--- src/rtl/versatile_mem_ctrl_wb_arb_pkg.sv ---
// Shared encodings and burst-length helper for the Wishbone egress FIFO write arbiter.
package versatile_mem_ctrl_pkg;

    localparam logic [2:0] CTI_CLASSIC = 3'b000;
    localparam logic [2:0] CTI_INC     = 3'b010;
    localparam logic [2:0] CTI_EOB     = 3'b111;

    localparam logic [1:0] BTE_LINEAR  = 2'b00;
    localparam logic [1:0] BTE_WRAP4   = 2'b01;
    localparam logic [1:0] BTE_WRAP8   = 2'b10;
    localparam logic [1:0] BTE_WRAP16  = 2'b11;

    typedef enum logic {
        ARB  = 1'b0,
        LOCK = 1'b1
    } arb_state_e;

    // Data beats that follow a write command; anything but incrementing is a single beat.
    function automatic int unsigned burst_beats(input logic [2:0] cti,
                                                input logic [1:0] bte,
                                                input int unsigned linear_beats);
        if (cti == CTI_INC) begin
            case (bte)
                BTE_WRAP4:  return 4;
                BTE_WRAP8:  return 8;
                BTE_WRAP16: return 16;
                default:    return linear_beats;
            endcase
        end
        return 1;
    endfunction

endpackage

--- src/rtl/versatile_mem_ctrl_wb_arb_if.sv ---
// Request/grant bundle between the Wishbone port queues and the FIFO write arbiter.
interface versatile_mem_ctrl_wb_arb_if #(
    parameter int unsigned NR_OF_PORTS = 3,
    parameter int unsigned IDX_W       = 2
);
    logic [NR_OF_PORTS-1:0]   req_i;
    logic [NR_OF_PORTS-1:0]   cmd_i;
    logic [NR_OF_PORTS-1:0]   we_i;
    logic [NR_OF_PORTS-1:0]   cyc_i;
    logic [3*NR_OF_PORTS-1:0] cti_i;
    logic [2*NR_OF_PORTS-1:0] bte_i;
    logic [NR_OF_PORTS-1:0]   gnt_o;
    logic [IDX_W-1:0]         gnt_idx_o;

    modport master (
        output req_i, cmd_i, we_i, cyc_i, cti_i, bte_i,
        input  gnt_o, gnt_idx_o
    );

    modport slave (
        input  req_i, cmd_i, we_i, cyc_i, cti_i, bte_i,
        output gnt_o, gnt_idx_o
    );
endinterface

--- src/rtl/versatile_mem_ctrl_rr_pick.sv ---
// Round-robin pick: rotate requests to the pointer, take the lowest, rotate the index back.
module versatile_mem_ctrl_rr_pick #(
    parameter int unsigned NR_OF_PORTS = 3,
    parameter int unsigned IDX_W       = 2
) (
    input  logic [NR_OF_PORTS-1:0] i_req,
    input  logic [IDX_W-1:0]       i_ptr,
    output logic [NR_OF_PORTS-1:0] o_gnt,
    output logic [IDX_W-1:0]       o_idx
);
    localparam int unsigned SUM_W = IDX_W + 1;

    logic [NR_OF_PORTS-1:0] w_rot;
    logic [IDX_W-1:0]       w_off;
    logic                   w_any;

    function automatic logic [IDX_W-1:0] add_mod(input logic [IDX_W-1:0] a,
                                                 input logic [IDX_W-1:0] b);
        logic [SUM_W-1:0] s;
        s = {1'b0, a} + {1'b0, b};
        if (s >= SUM_W'(NR_OF_PORTS)) s = s - SUM_W'(NR_OF_PORTS);
        return s[IDX_W-1:0];
    endfunction

    always_comb begin
        w_rot = '0;
        w_off = '0;
        w_any = 1'b0;
        o_idx = '0;
        o_gnt = '0;
        for (int k = 0; k < NR_OF_PORTS; k++) begin
            w_rot[k] = i_req[add_mod(i_ptr, IDX_W'(k))];
        end
        for (int k = NR_OF_PORTS - 1; k >= 0; k--) begin
            if (w_rot[k]) begin
                w_any = 1'b1;
                w_off = IDX_W'(k);
            end
        end
        if (w_any) o_idx = add_mod(i_ptr, w_off);
        for (int j = 0; j < NR_OF_PORTS; j++) begin
            o_gnt[j] = w_any && (o_idx == IDX_W'(j));
        end
    end

endmodule

--- src/rtl/versatile_mem_ctrl_wb_arb.sv ---
// Round-robin write-port arbiter for the egress FIFO; locks the grant across a write burst.
// Optional lock-hold timeout with sticky timeout_o when ARB_TIMEOUT_EN is defined.
module versatile_mem_ctrl_wb_arb
    import versatile_mem_ctrl_pkg::*;
#(
    parameter int unsigned NR_OF_PORTS  = 3,
    parameter int unsigned IDX_W        = 2,
    parameter int unsigned LINEAR_BEATS = 16
`ifdef ARB_TIMEOUT_EN
   ,parameter int unsigned MAX_HOLD     = 64
`endif
) (
    input  logic                      wb_clk,
    input  logic                      wb_rst,
    versatile_mem_ctrl_wb_arb_if.slave bus,
    output logic                      lock_o,
    output logic [IDX_W-1:0]          owner_o
`ifdef ARB_TIMEOUT_EN
   ,output logic                      timeout_o
`endif
);
    localparam int unsigned MAX_BEATS = (LINEAR_BEATS > 16) ? LINEAR_BEATS : 16;
    localparam int unsigned CNT_W     = $clog2(MAX_BEATS) + 1;

    arb_state_e             r_state;
    logic [IDX_W-1:0]       r_rr_ptr;
    logic [IDX_W-1:0]       r_owner;
    logic [CNT_W-1:0]       r_cnt;
    logic                   r_lock;

    logic [NR_OF_PORTS-1:0] w_pick_gnt;
    logic [IDX_W-1:0]       w_pick_idx;
    logic [NR_OF_PORTS-1:0] w_gnt;
    logic [IDX_W-1:0]       w_gnt_idx;
    logic                   w_gnt_any;
    logic [IDX_W-1:0]       w_sel;
    logic [2:0]             w_cti;
    logic [1:0]             w_bte;
    logic                   w_rel_to;
    logic                   w_release;

    function automatic logic [IDX_W-1:0] next_idx(input logic [IDX_W-1:0] idx);
        return (32'(idx) == NR_OF_PORTS - 1) ? '0 : idx + 1'b1;
    endfunction

    versatile_mem_ctrl_rr_pick #(
        .NR_OF_PORTS (NR_OF_PORTS),
        .IDX_W       (IDX_W)
    ) u_rr_pick (
        .i_req (bus.req_i),
        .i_ptr (r_rr_ptr),
        .o_gnt (w_pick_gnt),
        .o_idx (w_pick_idx)
    );

    // Burst attributes come from the owner while locked, else from the fresh pick.
    assign w_sel = (r_state == LOCK) ? r_owner : w_pick_idx;
    assign w_cti = 3'(bus.cti_i >> (32'd3 * 32'(w_sel)));
    assign w_bte = 2'(bus.bte_i >> (32'd2 * 32'(w_sel)));

    always_comb begin
        w_gnt     = '0;
        w_gnt_idx = '0;
        if (!wb_rst) begin
            if (r_state == ARB) begin
                w_gnt     = w_pick_gnt;
                w_gnt_idx = w_pick_idx;
            end else if (bus.req_i[r_owner] && bus.cyc_i[r_owner]) begin
                w_gnt[r_owner] = 1'b1;
                w_gnt_idx      = r_owner;
            end
        end
    end

    assign w_gnt_any     = |w_gnt;
    assign bus.gnt_o     = w_gnt;
    assign bus.gnt_idx_o = w_gnt_idx;

    assign w_release = (r_state == LOCK) &&
                       (!bus.cyc_i[r_owner] || w_rel_to ||
                        (w_gnt_any && (r_cnt == CNT_W'(1) || w_cti == CTI_EOB ||
                                       w_cti == CTI_CLASSIC)));

    always_ff @(posedge wb_clk or posedge wb_rst) begin
        if (wb_rst) begin
            r_state  <= ARB;
            r_rr_ptr <= '0;
            r_owner  <= '0;
            r_cnt    <= '0;
            r_lock   <= 1'b0;
        end else begin
            case (r_state)
                ARB: begin
                    if (w_gnt_any) begin
                        if (bus.cmd_i[w_pick_idx] && bus.we_i[w_pick_idx]) begin
                            r_state <= LOCK;
                            r_lock  <= 1'b1;
                            r_owner <= w_pick_idx;
                            r_cnt   <= CNT_W'(burst_beats(w_cti, w_bte, LINEAR_BEATS));
                        end else begin
                            r_rr_ptr <= next_idx(w_pick_idx);
                        end
                    end
                end
                LOCK: begin
                    if (w_release) begin
                        r_state  <= ARB;
                        r_lock   <= 1'b0;
                        r_cnt    <= '0;
                        r_rr_ptr <= next_idx(r_owner);
                    end else if (w_gnt_any && r_cnt != '0) begin
                        r_cnt <= r_cnt - 1'b1;
                    end
                end
                default: r_state <= ARB;
            endcase
        end
    end

    assign lock_o  = r_lock;
    assign owner_o = r_owner;

`ifdef ARB_TIMEOUT_EN
    localparam int unsigned HOLD_W = (MAX_HOLD > 2) ? $clog2(MAX_HOLD) : 1;

    logic [HOLD_W-1:0] r_hold;
    logic              r_timeout;

    assign w_rel_to = (r_state == LOCK) && bus.cyc_i[r_owner] && !w_gnt_any &&
                      (r_hold == HOLD_W'(MAX_HOLD - 1));

    // Counts consecutive stalled lock cycles; any owner grant restarts the count.
    always_ff @(posedge wb_clk or posedge wb_rst) begin
        if (wb_rst) begin
            r_hold    <= '0;
            r_timeout <= 1'b0;
        end else begin
            if (r_state != LOCK || w_gnt_any || w_release) r_hold <= '0;
            else                                            r_hold <= r_hold + 1'b1;
            if (w_rel_to) r_timeout <= 1'b1;
        end
    end

    assign timeout_o = r_timeout;
`else
    assign w_rel_to = 1'b0;
`endif

    a_no_grant_at_zero : assert property (@(posedge wb_clk) disable iff (wb_rst)
        !(r_state == LOCK && w_gnt_any && r_cnt == '0));

endmodule
--- src/flat_wrapper.sv ---
// flat-port wrapper written by rule: the top's interface ports become plain ports
module versatile_mem_ctrl_wb_arb_flat import versatile_mem_ctrl_pkg::*;
#(
    parameter int unsigned NR_OF_PORTS  = 3,
    parameter int unsigned IDX_W        = 2,
    parameter int unsigned LINEAR_BEATS = 16

)
  (wb_clk, wb_rst, lock_o, owner_o, bus_req_i, bus_cmd_i, bus_we_i, bus_cyc_i, bus_cti_i, bus_bte_i, bus_gnt_o, bus_gnt_idx_o);
  versatile_mem_ctrl_wb_arb_if #(.NR_OF_PORTS(NR_OF_PORTS), .IDX_W(IDX_W)) bus_i ();
  input  logic wb_clk;
  input  logic wb_rst;
  output logic lock_o;
  output logic [IDX_W-1:0] owner_o;
  input wire logic [$bits(bus_i.req_i)-1:0] bus_req_i;
  input wire logic [$bits(bus_i.cmd_i)-1:0] bus_cmd_i;
  input wire logic [$bits(bus_i.we_i)-1:0] bus_we_i;
  input wire logic [$bits(bus_i.cyc_i)-1:0] bus_cyc_i;
  input wire logic [$bits(bus_i.cti_i)-1:0] bus_cti_i;
  input wire logic [$bits(bus_i.bte_i)-1:0] bus_bte_i;
  output wire logic [$bits(bus_i.gnt_o)-1:0] bus_gnt_o;
  output wire logic [$bits(bus_i.gnt_idx_o)-1:0] bus_gnt_idx_o;
  assign bus_i.req_i = bus_req_i;
  assign bus_i.cmd_i = bus_cmd_i;
  assign bus_i.we_i = bus_we_i;
  assign bus_i.cyc_i = bus_cyc_i;
  assign bus_i.cti_i = bus_cti_i;
  assign bus_i.bte_i = bus_bte_i;
  assign bus_gnt_o = bus_i.gnt_o;
  assign bus_gnt_idx_o = bus_i.gnt_idx_o;
  versatile_mem_ctrl_wb_arb #(.NR_OF_PORTS(NR_OF_PORTS), .IDX_W(IDX_W), .LINEAR_BEATS(LINEAR_BEATS)) u_core (.wb_clk(wb_clk), .wb_rst(wb_rst), .bus(bus_i), .lock_o(lock_o), .owner_o(owner_o));
endmodule
--- config.mk ---
export PLATFORM = sky130hd
export DESIGN_NAME = versatile_mem_ctrl_wb_arb_flat
export DESIGN_NICKNAME = d
export VERILOG_FILES = /design/src/rtl/versatile_mem_ctrl_wb_arb_pkg.sv /design/src/rtl/versatile_mem_ctrl_wb_arb_if.sv /design/src/rtl/versatile_mem_ctrl_rr_pick.sv /design/src/rtl/versatile_mem_ctrl_wb_arb.sv /design/src/flat_wrapper.sv
export SDC_FILE = /design/constraint.sdc
export NUM_CORES = 1
export LEC_CHECK = 0
export ABC_AREA = 1
export CAP_MARGIN = 20
export CORE_ASPECT_RATIO = 1.5
export CORE_MARGIN = 10
export CORE_UTILIZATION = 50
export DETAILED_ROUTE_END_ITERATION = 7
export PLACE_DENSITY = 0.91
export SLEW_MARGIN = 20
export SYNTH_ARGS = -nofsm -noshare
export SYNTH_HDL_FRONTEND = slang
export SYNTH_SLANG_ARGS = --single-unit
--- constraint.sdc ---
create_clock -name wb_clk -period 4.4 [get_ports wb_clk]
set_input_delay 0.88 -clock wb_clk [delete_from_list [all_inputs] [get_ports wb_clk]]
set_output_delay 0.88 -clock wb_clk [all_outputs]
set_load 0.02 [all_outputs]
# Word level (Yosys, flattened, before mapping)
# Index checks and enable logic that the tools add are counted.
[totals]
output_inout_bits = 8
word_cells = 123
in_bits = 29
regBits = 11
[classes]
magnitude_cmp = 10
mul = 1
shift = 2
eq_ne = 13
mux = 60
n_reduce_logical = 21
n_bitwise = 1
n_addsub = 10
[ops]
columns = ["operator", "n"]
rows = [
  ["2-bit two-way mux", 17],
  ["5-bit two-way mux", 6],
  ["1-bit two-way mux", 21],
  ["5-bit case mux with 2 select lines", 2],
  ["2-bit by 3-bit < comparator with 1-bit output, second input constant", 5],
  ["1-bit binary-select mux with 2-bit select", 7],
  ["3-bit AND reduction", 4],
  ["3-bit by 2-bit greater-or-equal comparator with 1-bit output, second input constant", 3],
  ["1-bit logical AND", 9],
  ["3-bit two-way mux", 3],
  ["9-bit by 4-bit right shift with 3-bit output", 1],
  ["2-bit subtractor, second input constant", 4],
  ["2-bit == test, second input constant", 3],
  ["2-bit != test, second input constant", 3],
  ["6-bit by 3-bit right shift with 2-bit output", 1],
  ["5-bit by 1-bit == test with 1-bit output, second input constant", 1],
  ["5-bit nonzero test", 1],
  ["5-bit by 1-bit subtractor with 5-bit output, second input constant", 1],
  ["2-bit by 1-bit adder with 2-bit output, second input constant", 2],
  ["2-bit by 1-bit == test with 1-bit output, second input constant", 2],
  ["2-bit by 2-bit multiplier with 4-bit output, first input constant", 1],
  ["1-bit case mux with 2 select lines", 2],
  ["2-bit case mux with 2 select lines", 1],
  ["2-bit by 1-bit adder with 3-bit output, second input constant", 1],
  ["15 further kinds", 17],
]

# Longest topological paths before layout
# Gate-level depths: netlist of the first run.
[logic_depth]
depth_word = 24
ltp_mapped = 33
depth_no_buf = 33

# By module
# Synthesis of the first run repeated with hierarchy kept, for this count alone.
[unflattened]
hier_cells = 248
area_unflattened_um2 = 1566.5
[modules_own_cells]
columns = ["mod", "seq_area_each_um2", "cells_per_inst", "instances", "area_each_um2"]
rows = [
  ["versatile_mem_ctrl_wb_arb", 275.3, 191, 1, 1238.7],
  ["versatile_mem_ctrl_rr_pick", 0.0, 57, 1, 327.8],
]

# Least setup slack after synthesis of the first run
# OpenSTA, ideal clock, no wires.
[synth_timing]
kind = "input to output"
startpoint = "input bus_req_i[2]"
endpoint = "output bus_gnt_o[0]"
setup_slack_ns = 0.154
path_buffers = 0
t_arrival_ns = 3.366
required_ns = 3.520
stages = 23
path_cell_list = "inv_1 -> o21ai_1 -> nand3_1 -> nor2_1 -> ha_1 -> inv_1 -> fa_1 -> inv_1 -> ha_1 -> inv_1 -> nand2_1 -> nor2_8 -> nor2_1 -> a21oi_2 -> nand2_4 -> nand2_1 -> inv_2 -> nand2_1 -> inv_2 -> nand2_1 -> o21ai_2 -> nand2_1 -> inv_1"
[synth_via]
elab_chain_len = 13
elab_cells_between_ends = 25
classes_between = "2 x add/sub; 1 x order compare; 19 x mux; 3 x reduce/logical"
[synth_lines]
columns = ["item", "line_no", "rtl"]
rows = [
  ["start: declaration", "flat_wrapper.sv:15", "input wire logic [$bits(bus_i.req_i)-1:0] bus_req_i;"],
  ["1-bit binary-select mux with 2-bit select", "versatile_mem_ctrl_rr_pick.sv:32", "w_rot[k] = i_req[add_mod(i_ptr, IDX_W'(k))];"],
  ["1-bit two-way mux (implied by the code)", "versatile_mem_ctrl_rr_pick.sv:32", ""],
  ["2-bit two-way mux (3 in series)", "versatile_mem_ctrl_rr_pick.sv:35", "if (w_rot[k]) begin"],
  ["2-bit by 2-bit adder with 3-bit output", "versatile_mem_ctrl_rr_pick.sv:20", "s = {1'b0, a} + {1'b0, b};"],
  ["3-bit by 2-bit greater-or-equal comparator with 1-bit output or 2-bit subtractor (tied branches)", "versatile_mem_ctrl_rr_pick.sv:21", "if (s >= SUM_W'(NR_OF_PORTS)) s = s - SUM_W'(NR_OF_PORTS);"],
  ["2-bit two-way mux", "versatile_mem_ctrl_rr_pick.sv:21", ""],
  ["2-bit two-way mux", "versatile_mem_ctrl_rr_pick.sv:40", "if (w_any) o_idx = add_mod(i_ptr, w_off);"],
  ["2-bit logical NOT", "versatile_mem_ctrl_rr_pick.sv:42", "o_gnt[j] = w_any && (o_idx == IDX_W'(j));"],
  ["1-bit logical AND", "versatile_mem_ctrl_rr_pick.sv:42", ""],
  ["3-bit two-way mux *", "versatile_mem_ctrl_wb_arb.sv:65", "if (r_state == ARB) begin"],
  ["3-bit two-way mux *", "versatile_mem_ctrl_wb_arb.sv:64", "if (!wb_rst) begin"],
  ["end: declaration", "flat_wrapper.sv:21", "output wire logic [$bits(bus_i.gnt_o)-1:0] bus_gnt_o;"],
]
# Mark *: on every way between the ends. The rest lies on a longest branch, timed or not. The select of a mux whose other input is x is not followed.

# Final worst setup path of the first run
[layout_timing]
startpoint = "input bus_req_i[0]"
endpoint = "output bus_gnt_o[0]"
# The elaborated chain is that of the path after synthesis.

==> impl_results.md, run 1 <==
* Outcome: finished with violations
* Failing checks: setup timing
* Clk Latency, worst-skew pair at approximately 0.24 ns
* Initial antenna violation count at 0
* Clock tree buffer depth at 2
* Root buf cell: clkbuf_8
* Hold crit path type: reg -> reg
* Buf/Inv on CP at 10
* Synth Area per Inst at between 6 and 7 sq um
* Vias/cell at between 5 and 6
* Post-synth top flop: dfrtp_1
* Dpl cell area at 2130 sq um
* Hold slack at 0.514 ns
* Synth warnings at 0
* Fraction of registers with async set/reset at 1.00
* Crit path DAT at roughly 3.5 ns
* DIE WIDTH at between 60 and 70 microns
* Top post-synthesis cells by area: dfrtp_1 18%, nand2_1 18%, nand3_1 9.0%
* Full die area at between 5000 and 6000 sq um
* Crit path required time at 3.52 ns
* Share of post-route cells with drive strength above 1 at 0.360
* Fmax at between 200 and 250 MHz
* Crit path max-delay cell type: fa_1
* Slew Limit Fails at 0
* Std cell rows at 24
* Clock sink count at 11
* # fillers at about 170
* # setup viols final at 1
* Maximum number of pins on one net before global-route repair at 15
* First-pass GRT wire length at 8.72 mm
* Worst setup SP type: primary input
* Port Buffer Count at 36
* Syn Inst Count at ~230
* RD Place Congestion at ~0.83
* Final instance area at 2460 sq um
* Total gr overflow at 0
* Initial Util at 0.518
* Setup WS pre-CTS at -0.922 ns
* First-pass DRT Iterations at 4
* Yosys cell types at 31
* DR vias at approximately 2000
* CP max stage delay at ~0.5 ns
* Clock transition at path regs at about 0.050 ns
* Leading area contributor after synthesis: dfrtp_1
* Worst setup EP type: primary output
* CTS Buf Count at 3
* Share of the synthesized area in the top cell type at 0.184
* Unrepaired setup endpoints after global routing: true
* N_diodes at 0
* Number of I/O pins at 37
* Detailed placement HPWL at ~3.7 mm
* Commonest non-fill, non-tap cells in the layout: 62 x nand2_1, 41 x buf_4, 28 x clkdlybuf4s50_1
* Post-Layout Cell Count at between 300 and 400
* Slew HR at 0.740
* Period utilization at 1.00
* Per-cell routed wire length at around 17 microns
* Tightest Pin Transition at about 0.39 ns
* Vias in the first global route at roughly 2000
* Synthesized Nets at 272
* Max-cap violation count at 0
* Final Hold Fails at 0
* DRC Markers at 0
* Number of synthesized flops with an enable pin at 0
* Worst Skew at 0.00398 ns
* Post-Place Cells at 338
* Seq/Total Area, Yosys at 0.184
* Crit path max fanout at 4
* #FFs+latches synth at 11
* Final WS setup at -0.00710 ns
* Final wirelength at roughly 6 mm
* Layout area overhead at 64.7%
* CP Class: in -> out
* GRT Resource Usage Total at 0.187
* Initial DRC Count at 172
* Core footprint at 2880 sq um
* Post-DRT Antenna Nets at 0
* Delay-heaviest family, CP: adder cells
* Synthesized area at 1490 sq um
* Fin crit period at 4.41 ns
* DIE HEIGHT at just under 90 microns
* Nets at roughly 350
* Leading cell type in the layout, fill and taps excluded: nand2_1
* CTS tree: yes
* H-tree Lvls at 1
## synthesized netlist by cell type, types with 2 or more instances
master	n
a21oi_1	3
a32oi_1	2
dfrtp_1	11
ha_1	9
inv_1	30
inv_2	9
nand2_1	72
nand2_2	5
nand2_4	6
nand3_1	27
nand3_4	3
nand3b_1	3
nand4_1	2
nor2_1	20
o211ai_1	3
o21ai_0	10
o21ai_1	3
xnor2_1	2
## sequential cells by signal (all words and copies together) (netlist names)
| name | count |
|---|---|
| u_core.r_cnt | 5 |
| u_core.lock_o | 1 |
| u_core.owner_o | 2 |
| u_core.r_rr_ptr | 2 |
| u_core.r_state | 1 |
## routing by layer
| layer | up-vias | share of wire | track usage |
|---|---|---|---|
| met5 | - | 0 | 0 |
| met4 | 0 | 0.054 | 0.0996 |
| met3 | 41 | 0.057 | 0.0335 |
| met2 | 121 | 0.53 | 0.360 |
| met1 | 935 | 0.36 | 0.182 |
| li1 | 909 | - | - |
## final timing paths
kind / depth (start not counted) / slack [ns] / from / endpoint
worst max register to register: 30 / 0.14 / u_core.r_rr_ptr[0] / u_core.r_cnt[4]
worst min register to register: 2 / 0.51 / u_core.lock_o / u_core.lock_o
max in group asynchronous: 3 / 3.21 / wb_rst / u_core.r_cnt[1]
min in group asynchronous: 3 / 1.01 / wb_rst / u_core.owner_o[0]
worst max-delay path: 26 / -0.007 / bus_req_i[0] / bus_gnt_o[0]
worst min-delay path: 2 / 0.51 / u_core.lock_o / u_core.lock_o
## worst register-to-register path, delay by kind of cell, from the launching register on
family	cells	cell delay [ns]
simple gates	14	1.42
fa+ha+maj	4	1.01
compound gates	4	0.73
buf+inv	8	0.64
flops	1	0.38
## stage by stage
stage                TNS, ns  utilization
CTS                  -0.0332        0.802
global placement       -6.47        0.740
finish              -0.00710        0.853
global route           -1.13        0.853
floorplan                  0            -
detailed placement     -9.20        0.740
## cell families after synthesis
kind of cell,after synthesis,synth area share
xor+xnor,4,0.0360
compound gates,25,0.109
simple gates,143,0.482
flops,11,0.184
fa+ha+maj,10,0.0888
buf+inv,40,0.100
## area by class of cell
type                            instances  area, sq um  share of cell area
Multi-Input combinational cell        182         1250               0.509
Tap cell                               39         48.8              0.0198
Inverter                               39          146              0.0595
Sequential cell                        11          275               0.112
Timing Repair Buffer                   78          693               0.282
Clock buffer                            4         45.0              0.0183
## what timing repair did
| action | in CTS | in global routing |
|---|---|---|
| endpoints found under the hold margin | 0 | 0 |
| endpoints found under the setup margin | 15 | 16 |
| gates resized for setup | 63 | 33 |
| pin swaps | 16 | 24 |
| hold buffers | 0 | 0 |
| buffers inserted | 9 | 4 |
Power of run 1 is not shown: default switching activity piles up to over one toggle a cycle in this logic, so the estimate is an artifact.
==> inputs of run 2 (changes only) <==
--- a/config.mk
+++ b/config.mk
@@ -7,11 +7,14 @@
 export LEC_CHECK = 0
 export ABC_AREA = 1
 export CAP_MARGIN = 20
+export CELL_PAD_IN_SITES_DETAIL_PLACEMENT = 0
+export CELL_PAD_IN_SITES_GLOBAL_PLACEMENT = 1
 export CORE_ASPECT_RATIO = 1.5
 export CORE_MARGIN = 10
-export CORE_UTILIZATION = 50
+export CORE_UTILIZATION = 34
+export CTS_CLUSTER_SIZE = 14
 export DETAILED_ROUTE_END_ITERATION = 7
-export PLACE_DENSITY = 0.91
+export PLACE_DENSITY = 0.9
 export SLEW_MARGIN = 20
 export SYNTH_ARGS = -nofsm -noshare
 export SYNTH_HDL_FRONTEND = slang
==> impl_results.md, run 2 (synthesized netlist as in run 1, its figures left out) <==
* Final Hold Fails at 0 (unchanged)
* GRT Resource Usage Total at 0.123 (-0.0645)
* CTS tree: yes
* R2R Setup Slk at 0.32 ns (+0.18 ns)
* Maximum number of pins on one net before global-route repair at 15 (unchanged)
* FF-to-FF End: u_core.r_cnt[4]
* Hold slack at 0.466 ns (-0.0484 ns)
* DIE WIDTH at 74.1 microns (+15%)
* First-pass DRT Iterations at 4 (unchanged)
* Worst setup EP type: primary output
* Hold crit path type: reg -> reg
* Final wirelength at 4.54 mm (-24%)
* Crit path required time at 3.52 ns (about the same)
* Unrepaired setup endpoints after global routing: true
* Clock transition at path regs at 0.05 ns (about the same)
* # setup viols final at 0 (-1)
* Std cell rows at 29 (+21%)
* Initial antenna violation count at 0 (unchanged)
* Slew Limit Fails at 0 (unchanged)
* Detailed placement HPWL at 3.58 mm (-2.5%)
* Worst reg-to-reg path cell count at 32 (+6.7%)
* Max-cap violation count at 0 (unchanged)
* Crit path from: bus_req_i[0]
* Final WS setup at 0.0645 ns (+0.0716 ns)
* Nets at 348 (-1.7%)
* RD Place Congestion at 0.930 (+11%)
* Outcome: complete, no violations
* # fillers at 421 (+150%)
* Crit path max fanout at 3 (-1)
* Clk Latency, worst-skew pair at 0.24 ns (about the same)
* Number of I/O pins at 37 (unchanged)
* Root buf cell: clkbuf_8
* Layout area overhead at 56.7%
* Per-cell routed wire length at 12.8 microns (-24%)
* H-tree Lvls at 1 (unchanged)
* Full die area at 7500 sq um (+33%)
* Max FFs per register at 5 (unchanged)
* Fmax at 231 MHz (+1.7%)
* DRC Markers at 0 (unchanged)
* Fin crit period at 4.34 ns (-0.0716 ns)
* Core footprint at 4250 sq um (+47%)
* DIE HEIGHT at 101 microns (+16%)
* Share of post-route cells with drive strength above 1 at 0.318 (-0.0417)
* CP Capture Point: bus_gnt_o[0]
* CP Class: in -> out
* Largest reg by FF count: u_core.r_cnt
* CTS Buf Count at 3 (unchanged)
* Period utilization at 0.985 (-0.0163)
* N_diodes at 0 (unchanged)
* Clock sink count at 11 (unchanged)
* Total gr overflow at 0 (unchanged)
* Commonest non-fill, non-tap cells in the layout: 65 x nand2_1, 35 x buf_4, 28 x clkdlybuf4s50_1
* Vias/cell at 4.89 (-14%)
* Port Buffer Count at 36 (unchanged)
* Slew HR at 0.724 (-0.0157)
* Post-DRT Antenna Nets at 0 (unchanged)
* Crit path DAT at 3.46 ns (-0.07 ns)
* Leading cell type in the layout, fill and taps excluded: nand2_1
* Setup WS pre-CTS at -0.825 ns (+0.0961 ns)
* Initial Util at 0.352 (-0.166)
* Clock tree buffer depth at 2 (unchanged)
* Hold path start: u_core.lock_o
* Worst setup SP type: primary input
* Tightest Pin Transition at 0.412 ns (+0.0217 ns)
* Initial DRC Count at 74 (-57%)
* First-pass GRT wire length at 7.76 mm (-11%)
* DR vias at 1731 (-14%)
* Worst Skew at 0.00371 ns (-0.000265 ns)
* Launch point of the worst reg-to-reg path: u_core.r_rr_ptr[0]
* Vias in the first global route at 1810 (-9.3%)
run 2: changes by cell type in the layout (fill, tap and decap cells not counted), sizes merged:
cell | previous run | this run
buf | 50 | 44
run 2: cell type report:
class	instances	area [sq um]	area share
clock buffers	4	45.0	0.0192
inverters	39	146	0.0625
multi-input cells	182	1170	0.501
flip-flops and latches	11	277	0.118
well taps	46	57.6	0.0246
repair buffers	72	642	0.274
run 2: worst min-delay path by stage:
stage,endpoint,slack (ns),cells after the start
floorplan,u_core.r_rr_ptr[1],0.48,2
global placement,u_core.lock_o,0.46,2
detailed placement,u_core.lock_o,0.46,2
CTS,u_core.lock_o,0.47,2
global route,u_core.lock_o,0.52,2
finish,u_core.lock_o,0.47,2
run 2: layer usage:
metal / vias up / GRT usage / share of wire
li1: 892 / - / -
met4: 0 / 0.0417 / 0.017
met3: 7 / 0.0254 / 0.071
met2: 53 / 0.231 / 0.55
met1: 779 / 0.128 / 0.36
met5: - / 0 / 0
run 2: per-stage QoR:
stage | TNS (ns) | instances | util | instance area (sq um)
after floorplan | 0 | 233 | - | 1490
after global placement | -6.44 | 345 | 0.504 | 2140
after detailed placement | -7.28 | 345 | 0.504 | 2140
after CTS | -0.00274 | 351 | 0.526 | 2230
after global routing | -0.311 | 354 | 0.551 | 2340
final | 0 | 354 | 0.551 | 2340
run 2: repair_timing:
action                     in CTS  in global routing
hold endpoints to repair        0                  0
pin swaps                       9                 17
gates resized for setup        54                 24
setup endpoints to repair      14                 12
hold buffers                    0                  0
setup buffers                   2                  3
run 2: worst max-delay path, cell delays in order:
cell and delay, ns:
buf_8 0.10, nand2_4 0.07, nand2_4 0.05, a21oi_4 0.11
inv_1 0.05, nor2_1 0.09, ha_2 0.18, inv_2 0.03
fa_1 0.49, inv_1 0.05, ha_2 0.16, inv_2 0.06
nand2_4 0.06, nor2_8 0.17, buf_4 0.15, a21oi_4 0.06
nand2_4 0.08, nand2_2 0.06, inv_2 0.06, nand2_2 0.05
inv_2 0.07, nand2_2 0.05, o21ai_2 0.05, nand2_2 0.06
inv_1 0.06, buf_4 0.13
Power of run 2 is left out for the same reason.
